--- src/rtl/cpu16_pkg.sv ---
// cpu16_pkg: shared widths, constants and types for the 16-bit CPU front end.
//   WORD_W / IF_ID_W : instruction word and IF/ID register widths
//   NOP_INSTR        : bubble instruction word
//   RESET_PC_DEFAULT : default first fetch address
//   fetch_state_e    : instruction-fetch request FSM states
//   if_id_t          : {pc_plus_1, instruction} payload carried into decode
package cpu16_pkg;

  localparam int unsigned WORD_W     = 16;
  localparam int unsigned IF_ID_W    = 32;
  localparam int unsigned FIFO_DEPTH = 2;
  localparam int unsigned CNT_W      = 2;

  localparam logic [WORD_W-1:0] NOP_INSTR        = 16'h0000;
  localparam logic [WORD_W-1:0] RESET_PC_DEFAULT = 16'h0000;

  typedef enum logic [1:0] {
    IDLE             = 2'd0,
    WAIT_ACK         = 2'd1,
    WAIT_ACK_DISCARD = 2'd2
  } fetch_state_e;

  typedef struct packed {
    logic [WORD_W-1:0] pc_plus_1;
    logic [WORD_W-1:0] instr;
  } if_id_t;

endpackage

--- src/rtl/if_stage_if.sv ---
// if_stage_if: instruction-memory read handshake.
//   imem_req/imem_addr  : request and word address (fetch side drives)
//   imem_ack/imem_rdata : completion and instruction word (memory side drives)
interface if_stage_if;
  import cpu16_pkg::*;

  logic              imem_req;
  logic [WORD_W-1:0] imem_addr;
  logic              imem_ack;
  logic [WORD_W-1:0] imem_rdata;

  modport master (output imem_req, imem_addr, input imem_ack, imem_rdata);
  modport slave  (input imem_req, imem_addr, output imem_ack, imem_rdata);

endinterface

--- src/rtl/if_prefetch_fifo.sv ---
// if_prefetch_fifo: 2-entry prefetch buffer of {pc_plus_1, instruction} pairs.
//   clk, rst_n : clock, async active-low reset
//   push/wdata : write one entry (caller guarantees not full)
//   pop        : drop head (caller guarantees not empty)
//   clear      : empty the buffer, takes priority over push/pop
//   head_c     : current head entry (combinational read)
//   count      : occupancy 0..2
module if_prefetch_fifo
  import cpu16_pkg::*;
(
  input  logic             clk,
  input  logic             rst_n,
  input  logic             push,
  input  logic             pop,
  input  logic             clear,
  input  if_id_t           wdata,
  output if_id_t           head_c,
  output logic [CNT_W-1:0] count
);

  if_id_t mem [FIFO_DEPTH];
  logic   rd_ptr;
  logic   wr_ptr;

  assign head_c = mem[rd_ptr];

  // Storage, pointers and occupancy
  always_ff @(posedge clk or negedge rst_n) begin
    if (!rst_n) begin
      for (int i = 0; i < FIFO_DEPTH; i++) mem[i] <= '0;
      rd_ptr <= 1'b0;
      wr_ptr <= 1'b0;
      count  <= '0;
    end else if (clear) begin
      rd_ptr <= 1'b0;
      wr_ptr <= 1'b0;
      count  <= '0;
    end else begin
      if (push) begin
        mem[wr_ptr] <= wdata;
        wr_ptr      <= ~wr_ptr;
      end
      if (pop) rd_ptr <= ~rd_ptr;
      case ({push, pop})
        2'b10:   count <= count + CNT_W'(1);
        2'b01:   count <= count - CNT_W'(1);
        default: count <= count;
      endcase
    end
  end

endmodule

--- src/rtl/if_stage.sv ---
// if_stage: instruction fetch with one outstanding request, 2-entry prefetch
// buffer and the IF/ID pipeline register.
//   clk, pc_reset  : clock, async active-low reset
//   imem           : instruction-memory handshake (master side)
//   if_id_write    : 1 = IF/ID may advance, 0 = hold
//   if_id_flush    : insert bubble into IF/ID
//   branch_taken   : redirect fetch to branch_target, drop prefetched words
//   if_id_pipe     : {pc_plus_1, instruction} to decode
//   if_id_valid    : if_id_pipe holds a real instruction
module if_stage
  import cpu16_pkg::*;
#(
  parameter logic [WORD_W-1:0] RESET_PC = RESET_PC_DEFAULT
) (
  input  logic               clk,
  input  logic               pc_reset,
  if_stage_if.master         imem,
  input  logic               if_id_write,
  input  logic               if_id_flush,
  input  logic               branch_taken,
  input  logic [WORD_W-1:0]  branch_target,
  output logic [IF_ID_W-1:0] if_id_pipe,
  output logic               if_id_valid
);

  localparam if_id_t BUBBLE = '{pc_plus_1: '0, instr: NOP_INSTR};

  fetch_state_e      state, state_next;
  logic [WORD_W-1:0] fetch_pc, fetch_pc_next;
  logic [WORD_W-1:0] addr_next;
  logic              req_next;
  if_id_t            pipe_q, pipe_next;
  logic              valid_next;

  logic              ack_fire;
  logic              outstanding_after;
  logic              issue;
  logic              fifo_push, fifo_pop, fifo_clear;
  if_id_t            fifo_wdata, fifo_head_c;
  logic [CNT_W-1:0]  fifo_count, count_next;

  assign if_id_pipe = pipe_q;
  assign fifo_wdata = '{pc_plus_1: imem.imem_addr + WORD_W'(1), instr: imem.imem_rdata};

  if_prefetch_fifo u_fifo (
    .clk    (clk),
    .rst_n  (pc_reset),
    .push   (fifo_push),
    .pop    (fifo_pop),
    .clear  (fifo_clear),
    .wdata  (fifo_wdata),
    .head_c (fifo_head_c),
    .count  (fifo_count)
  );

  // State and output registers
  always_ff @(posedge clk or negedge pc_reset) begin
    if (!pc_reset) begin
      state          <= IDLE;
      fetch_pc       <= RESET_PC;
      imem.imem_req  <= 1'b0;
      imem.imem_addr <= RESET_PC;
      pipe_q         <= BUBBLE;
      if_id_valid    <= 1'b0;
    end else begin
      state          <= state_next;
      fetch_pc       <= fetch_pc_next;
      imem.imem_req  <= req_next;
      imem.imem_addr <= addr_next;
      pipe_q         <= pipe_next;
      if_id_valid    <= valid_next;
    end
  end

  // Request FSM, buffer control and IF/ID next values
  always_comb begin
    state_next    = state;
    fetch_pc_next = fetch_pc;
    req_next      = imem.imem_req;
    addr_next     = imem.imem_addr;
    pipe_next     = pipe_q;
    valid_next    = if_id_valid;

    ack_fire   = imem.imem_req && imem.imem_ack;
    // Data returning for a request issued before a branch is dropped.
    fifo_push  = ack_fire && (state == WAIT_ACK) && !branch_taken;
    fifo_pop   = if_id_write && !if_id_flush && !branch_taken && (fifo_count != '0);
    fifo_clear = branch_taken;

    count_next = fifo_count;
    if (fifo_clear)                 count_next = '0;
    else if (fifo_push && !fifo_pop) count_next = fifo_count + CNT_W'(1);
    else if (!fifo_push && fifo_pop) count_next = fifo_count - CNT_W'(1);

    // A new request may go out on the ack edge of the previous one.
    outstanding_after = (state != IDLE) && !ack_fire;
    issue = !branch_taken && !outstanding_after && (count_next < CNT_W'(FIFO_DEPTH));

    if (issue) begin
      state_next    = WAIT_ACK;
      req_next      = 1'b1;
      addr_next     = fetch_pc;
      fetch_pc_next = fetch_pc + WORD_W'(1);
    end else if (outstanding_after) begin
      state_next = branch_taken ? WAIT_ACK_DISCARD : state;
    end else begin
      state_next = IDLE;
      req_next   = 1'b0;
    end

    if (branch_taken) fetch_pc_next = branch_target;

    if (branch_taken || if_id_flush) begin
      pipe_next  = BUBBLE;
      valid_next = 1'b0;
    end else if (if_id_write) begin
      if (fifo_count != '0) begin
        pipe_next  = fifo_head_c;
        valid_next = 1'b1;
      end else begin
        pipe_next  = BUBBLE;
        valid_next = 1'b0;
      end
    end
  end

endmodule

--- src/flat_wrapper.sv ---
// flat-port wrapper written by rule: the top's interface ports become plain ports
module if_stage_flat import cpu16_pkg::*;
#(
  parameter logic [WORD_W-1:0] RESET_PC = RESET_PC_DEFAULT
)
  (clk, pc_reset, if_id_write, if_id_flush, branch_taken, branch_target, if_id_pipe, if_id_valid, imem_imem_req, imem_imem_addr, imem_imem_ack, imem_imem_rdata);
  if_stage_if imem_i ();
  input  logic clk;
  input  logic pc_reset;
  input  logic if_id_write;
  input  logic if_id_flush;
  input  logic branch_taken;
  input  logic [WORD_W-1:0] branch_target;
  output logic [IF_ID_W-1:0] if_id_pipe;
  output logic if_id_valid;
  output wire logic [$bits(imem_i.imem_req)-1:0] imem_imem_req;
  output wire logic [$bits(imem_i.imem_addr)-1:0] imem_imem_addr;
  input wire logic [$bits(imem_i.imem_ack)-1:0] imem_imem_ack;
  input wire logic [$bits(imem_i.imem_rdata)-1:0] imem_imem_rdata;
  assign imem_imem_req = imem_i.imem_req;
  assign imem_imem_addr = imem_i.imem_addr;
  assign imem_i.imem_ack = imem_imem_ack;
  assign imem_i.imem_rdata = imem_imem_rdata;
  if_stage #(.RESET_PC(RESET_PC)) u_core (.clk(clk), .pc_reset(pc_reset), .imem(imem_i), .if_id_write(if_id_write), .if_id_flush(if_id_flush), .branch_taken(branch_taken), .branch_target(branch_target), .if_id_pipe(if_id_pipe), .if_id_valid(if_id_valid));
endmodule
--- config.mk ---
export PLATFORM = sky130hd
export DESIGN_NAME = if_stage_flat
export DESIGN_NICKNAME = d
export VERILOG_FILES = /design/src/rtl/cpu16_pkg.sv /design/src/rtl/if_stage_if.sv /design/src/rtl/if_prefetch_fifo.sv /design/src/rtl/if_stage.sv /design/src/flat_wrapper.sv
export SDC_FILE = /design/constraint.sdc
export NUM_CORES = 1
export LEC_CHECK = 0
export CORE_AREA = 2 2 114 116
export DETAILED_ROUTE_END_ITERATION = 16
export DIE_AREA = 0 0 116 118
export GPL_TIMING_DRIVEN = 0
export PLACE_DENSITY = 0.75
export SETUP_SLACK_MARGIN = 0.5
export SKIP_LAST_GASP = 1
export SLEW_MARGIN = 5
export SYNTH_ARGS = -nofsm -noshare
export SYNTH_HDL_FRONTEND = slang
export SYNTH_SLANG_ARGS = --single-unit
--- constraint.sdc ---
create_clock -name clk -period 2.68 [get_ports clk]
set_input_delay 0.536 -clock clk [delete_from_list [all_inputs] [get_ports clk]]
set_output_delay 0.536 -clock clk [all_outputs]
set_load 0.1 [all_outputs]
==> results.yml, run 1 <==
outcome:
  outcome: "finished clean"
drt:
  route.met3.wl_um: 619
  totalWireLength_um: 14800
  met2WireLength_um: 7830
  drcViolationCount: 0
  wl_met1_um: 6080
  drtAntennaViolNets: 0
  avgRoutedWirePerCell_um: 17.7
  top_layer: "met4"
  viasPerCell: 5.48
  drt_pre_antenna_iters: 5
  drt_iter0_markers: 297
  num_vias: 4572
clock_tree:
  insertion_delay_ps: 420
  root_buffer: "clkbuf_16"
  cts_tree: "built"
  cts_buffer_depth: 2
  clkTransAtPathRegs_ps: 60
  numCtsBuffers: 17
  hold_buffers: 0
  cts_max_level: 4
  cts.sinks: 136
critical_path:
  slowest_stage: "clkdlybuf4s50_1"
  cp-start-kind: "primary input"
  crit_top_cell: "buf_6"
  worstPathRequired_ps: 3020
  critPathMaxFanout: 6
  end_kind: "flip-flop"
  critPathArrivalTime_ps: 2920
  criticalPathCategory: "in -> reg"
  worstPathCellList: "clkdlybuf4s50_1, or4b_4, buf_6, a21oi_4, o221ai_4, buf_6, buf_4, or4_1, a31oi_1"
  cpPeakStageDelay_ps: 520
placement:
  post-place-cells: 789
  dp_hpwl_um: 9480
  gp_congestion: 0.836
  portBuffers: 86
finish:
  syn2layout_area_growth_pct: 33.3
  nNetsFinal: 690
  n_antenna_cell: 0
  fin_util_pct: 64.7
  nFillCells: 953
  drive_above_1_share_pct: 23.6
  stdcell_count: 834
synthesis:
  ys_seq_area_share_pct: 56.5
  syn_nets: 571
  async_reset_ff_share_pct: 100
  synth_edf_count: 0
  syn_area_sq_um: 6020
  synthFlopType: "dfrtp_1"
  syn_avg_cell_area_sq_um: 11.4
  yosysWarnings: 0
  synth_cells: 530
  ys_ff_latch: 136
  synth_cell_type_count: 43
sta:
  rsz0062_at_grt: "true"
  final.setup_skew_ps: 4.42
  finalSetupViolCount: 0
  min_period_ps: 2580
  max_freq_mhz: 388
  worst_pin_slew_ps: 994
  hold_violations: 0
  finalMaxSlewViolations: 0
  period_share_pct: 96.3
  slew_headroom_pct: 34.0
floorplanning:
  ios: 88
  rows: 41
  dieArea_sq_um: 13700
  die_w_um: 116
  die-height_um: 118
  core_region_area_sq_um: 12400
  initial_utilization_pct: 48.5
run:
  drv_cap: 0
global_routing:
  grt_overflow_total: 0
  grt_use_total_pct: 23.2
  grt_pass1_vias: 4791
  antenna_found_initial: 0
  grt_pass1_wl_um: 24700
  grt_max_degree: 83
pwr:
  p_leak_nw: 3.47
  vdd_drop_max_v: 0.000600
  p_per_area_nw_per_um2: 1070
worst_hold_path:
  hp-class: "in -> async"
==> cells in the mapped netlist (4+ instances only) <==
cell	number	area [sq um]
a21oi_1	30	150
nand2_1	47	176
nand3_1	13	65.1
xor2_1	9	78.8
dfrtp_1	136	3400
mux2_1	6	67.6
o21ai_1	9	45.0
a31oi_1	14	87.6
buf_1	4	15.0
or4_1	12	90.1
mux2i_1	35	350
o31ai_1	12	90.1
nor2_1	48	180
inv_1	11	41.3
clkbuf_1	19	71.3
mux2_2	36	405
nand4_1	7	43.8
xnor2_1	9	78.8
mux2_4	7	105
o21ai_0	32	160
nor3_1	4	20.0
==> state kept, by name, indices dropped and copies added (netlist names), 2 cells and up <==
signal,flops
u_core.state,2
u_core.u_fifo.mem,64
u_core.if_id_pipe,32
u_core.u_fifo.count,2
u_core.fetch_pc,16
u_core.imem.imem_addr,16
==> where the power goes <==
group	total [W]	switching (W)	internal, W
sequential	0.00298	0.000473	0.00251
clock	0.00260	0.000878	0.00172
combinational	0.00298	0.00187	0.00111
total	0.00856	0.00322	0.00534
==> layer usage <==
metal | up-vias | global-route usage (%)
met5 | - | 0
met4 | 0 | 8.11
met3 | 29 | 4.99
met2 | 144 | 39.6
met1 | 2284 | 29.0
li1 | 2115 | -
==> final cells by class <==
class                           instances  area (sq um)  share of cell area (%)
Tap cell                              172           215                    2.68
Clock buffer                           20           467                    5.81
Sequential cell                       136          3410                    42.5
Multi-Input combinational cell        353          2500                    31.2
Clock inverter                         12           196                    2.45
Inverter                               11          41.3                   0.514
Buffer                                 30           210                    2.62
Timing Repair Buffer                  100           990                    12.3
==> kinds of logic (layout without fill, tap and decap cells) <==
logic type / count (synthesis) / count (layout) / share of synthesized area [%]
simple gates: 144 / 144 / 11.2
flops: 136 / 136 / 56.5
compound gates: 103 / 103 / 10.2
mux: 84 / 84 / 15.4
buf+inv: 41 / 173 / 3.26
xor+xnor: 18 / 18 / 2.62
fa+ha+maj: 4 / 4 / 0.810
==> metrics by stage <==
| step | instance area, sq um | setup slack, ps | power, W | setup TNS (ps) | hold WS (ps) |
|---|---|---|---|---|---|
| 2_1_floorplan | 6060 | 126 | 0.00492 | 0 | 240 |
| 3_3_place_gp | 7130 | -4870 | 0.00558 | -573990 | 461 |
| 3_5_place_dp | 7160 | -862 | 0.00568 | -35210 | 468 |
| 4_1_cts | 7950 | 107 | 0.00836 | 0 | 82.4 |
| 5_1_grt | 8030 | 29.3 | 0.00891 | 0 | 100 |
| 6_report | 8030 | 100 | 0.00856 | 0 | 64.8 |
==> what timing repair did <==
item / 4_1_cts / 5_1_grt
setup endpoints to repair: 141 / 114
setup buffers: 8 / 3
gates resized for setup: 118 / 43
gates cloned: 0 / 2
pin swaps: 5 / 14
==> layout by cell type, fill, tap and decap left out, types with 17 or more instances in the layout <==
cell type	netlist	final
o21ai_0	32	32
clkdlybuf4s15_1	0	22
nand2_1	47	47
dfrtp_1	136	132
mux2i_1	35	34
nor2_1	48	48
mux2_2	36	36
clkbuf_16	0	18
a21oi_1	30	29
clkdlybuf4s15_2	0	17
clkdlybuf4s50_1	0	34
==> worst paths after layout <==
check / from / endpoint / slack [ps] / cells after the start
min in group clk: u_core.if_id_pipe[21] / u_core.if_id_pipe[21] / 480 / 2
max reg2reg: u_core.u_fifo.count[1] / u_core.fetch_pc[4] / 100 / 10
max: if_id_write / u_core.fetch_pc[4] / 100 / 9
min: pc_reset / u_core.u_fifo.mem[9] / 60 / 1
min reg2reg: u_core.if_id_pipe[21] / u_core.if_id_pipe[21] / 480 / 2
max in group asynchronous: pc_reset / u_core.u_fifo.mem[56] / 1850 / 2
==> critical path: cells and delay by family <==
| family | cells | cell delay [ps] |
|---|---|---|
| compound gates | 3 | 510 |
| simple gates | 2 | 880 |
| buf+inv | 4 | 1000 |
Power figures use the tool's default switching activity.
==> inputs of run 2 (changes only) <==
Settings changed: GPL_TIMING_DRIVEN 0 to not set, PLACE_DENSITY 0.75 to not set, PLACE_DENSITY_LB_ADDON set to 0.1.
==> run 2 against run 1 <==
Net effect:
- die area unchanged
- total power grew 0.49%
- core utilization is 0.91 points lower
- final cell count fell by 1.9%
- register-to-register slack better by 100 ps
- critical path type is now reg -> reg
==> results.yml, run 2 (synthesized netlist as in run 1, its figures left out) <==
outcome:
  outcome: "finished clean"
floorplanning:
  die-height_um: 118
  die_w_um: 116
  core_region_area_sq_um: 12400
  initial_utilization_pct: 48.5
  ios: 88
  rows: 41
  dieArea_sq_um: 13700
critical_path:
  rrSetupSlack_ps: 200
  criticalPathCategory: "reg -> reg"
  slowest_stage: "or4b_4"
  critPathArrivalTime_ps: 2760
  cp-start-kind: "flip-flop"
  end_kind: "flip-flop"
  worstPathCellList: "inv_1, ha_2, or4b_4, maj3_2, o221ai_4, nand2b_4, buf_6, mux2_1"
  worstPathRequired_ps: 2960
  crit_family: "simple AND/OR/NAND/NOR gates"
  reg2reg_to: "u_core.imem.imem_addr[14]"
  critPathMaxFanout: 6
  reg2reg_from: "u_core.u_fifo.count[0]"
  cpPeakStageDelay_ps: 540
  rr_worst_depth: 8
  cp_num_buf_inv: 2
drt:
  avgRoutedWirePerCell_um: 15.3
  drt_pre_antenna_iters: 4
  drcViolationCount: 0
  drtAntennaViolNets: 0
  totalWireLength_um: 12500
  viasPerCell: 5.17
  num_vias: 4229
  drt_iter0_markers: 160
global_routing:
  use_met3_pct: 4.63
  grt_max_degree: 76
  antenna_found_initial: 0
  grt_pass1_vias: 4284
  grt_pass1_wl_um: 21200
  top_usage_layer: "met2"
  grt_use_total_pct: 19.8
  use_met1_pct: 27.6
  grt_overflow_total: 0
  gr-usage-met2_pct: 30.8
pwr:
  p_leak_nw: 3.46
  vdd_drop_max_v: 0.000782
  p_per_area_nw_per_um2: 1090
run:
  drv_cap: 0
sta:
  min_period_ps: 2480
  finalMaxSlewViolations: 0
  hold_violations: 0
  period_share_pct: 92.4
  max_freq_mhz: 404
  finalSetupViolCount: 0
  rsz0062_at_grt: "true"
  final.setup_skew_ps: 9.55
  slew_headroom_pct: 53.1
  worst_pin_slew_ps: 703
finish:
  multi_input_area_sq_um: 2460
  n_antenna_cell: 0
  largest_reg_flops: 64
  top_register: "u_core.u_fifo.mem"
  syn2layout_area_growth_pct: 31.5
  stdcell_count: 818
  fin_util_pct: 63.8
  mostFrequentLayoutCell: "dfrtp_1"
  nNetsFinal: 674
  drive_above_1_share_pct: 26.6
  regArea_sq_um: 3410
  nFillCells: 1011
  final_cell_mix: "dfrtp_1 (131), buf_4 (69), nor2_1 (48)"
placement:
  dp_hpwl_um: 8390
  post-place-cells: 784
  portBuffers: 87
  gp_congestion: 0.812
clock_tree:
  cts_tree: "built"
  clkTransAtPathRegs_ps: 60
  numCtsBuffers: 17
  insertion_delay_ps: 410
  cts_buffer_depth: 2
  root_buffer: "clkbuf_16"
  cts_max_level: 4
  cts.sinks: 136
  hold_buffers: 0
worst_hold_path:
  hp-class: "in -> async"
==> run 2: changes by cell type in the layout (fill, tap and decap cells not counted), moves of 3 or more <==
cell / previous run / this run
buf_4: 11 / 69
clkdlybuf4s15_1: 22 / 0
clkdlybuf4s15_2: 17 / 0
clkbuf_1: 14 / 0
clkbuf_2: 12 / 0
buf_12: 1 / 6
mux2_1: 0 / 5
mux2_4: 13 / 8
buf_6: 7 / 3
bufinv_16: 5 / 9
buf_8: 3 / 0
==> run 2: final cells by class <==
type / instances / area share, %
Clock buffer: 20 / 5.89
Clock inverter: 12 / 3.68
Inverter: 11 / 0.521
Multi-Input combinational cell: 353 / 31.1
Sequential cell: 136 / 43.1
Tap cell: 172 / 2.72
Timing Repair Buffer: 114 / 13.0
==> run 2: metal layers <==
metal	part of all wire (%)	up-vias
li1	-	2087
met1	48	2048
met2	47	79
met3	3.5	15
met4	1.1	0
met5	0	-
==> run 2: worst max-delay path by stage <==
stage / start / end / slack (ps) / cells after the start
floorplan: branch_taken / u_core.imem.imem_addr[11] / 130 / 8
global route: u_core.u_fifo.count[0] / u_core.imem.imem_addr[14] / 110 / 8
finish: u_core.u_fifo.count[0] / u_core.imem.imem_addr[14] / 200 / 8
CTS: u_core.u_fifo.count[0] / u_core.imem.imem_addr[13] / 210 / 9
global placement: if_id_flush / u_core.imem.imem_addr[13] / -290 / 8
detailed placement: if_id_flush / u_core.imem.imem_addr[13] / -340 / 8
==> run 2: what timing repair did <==
item	CTS	global route
resized for setup	4	3
setup buffers	1	1
pin swaps	1	1
endpoints found under the setup margin	34	34
endpoints found under the hold margin	0	0
==> run 2: power by group <==
part,switching (W),internal (W),total (W)
Clock,0.000834,0.00210,0.00294
Sequential,0.000456,0.00251,0.00297
Combinational,0.00174,0.000961,0.00270
==> run 2: through the flow <==
step / area (sq um) / total power, W / setup TNS, ps / hold slack (ps) / setup slack (ps)
after floorplan: 6060 / 0.00492 / 0 / 240 / 126
after global placement: 7120 / 0.00559 / -7550 / 459 / -293
after detailed placement: 7120 / 0.00566 / -9280 / 464 / -342
after CTS: 7900 / 0.00865 / 0 / 161 / 210
after global routing: 7920 / 0.00903 / 0 / 194 / 111
final: 7920 / 0.00860 / 0 / 127 / 205
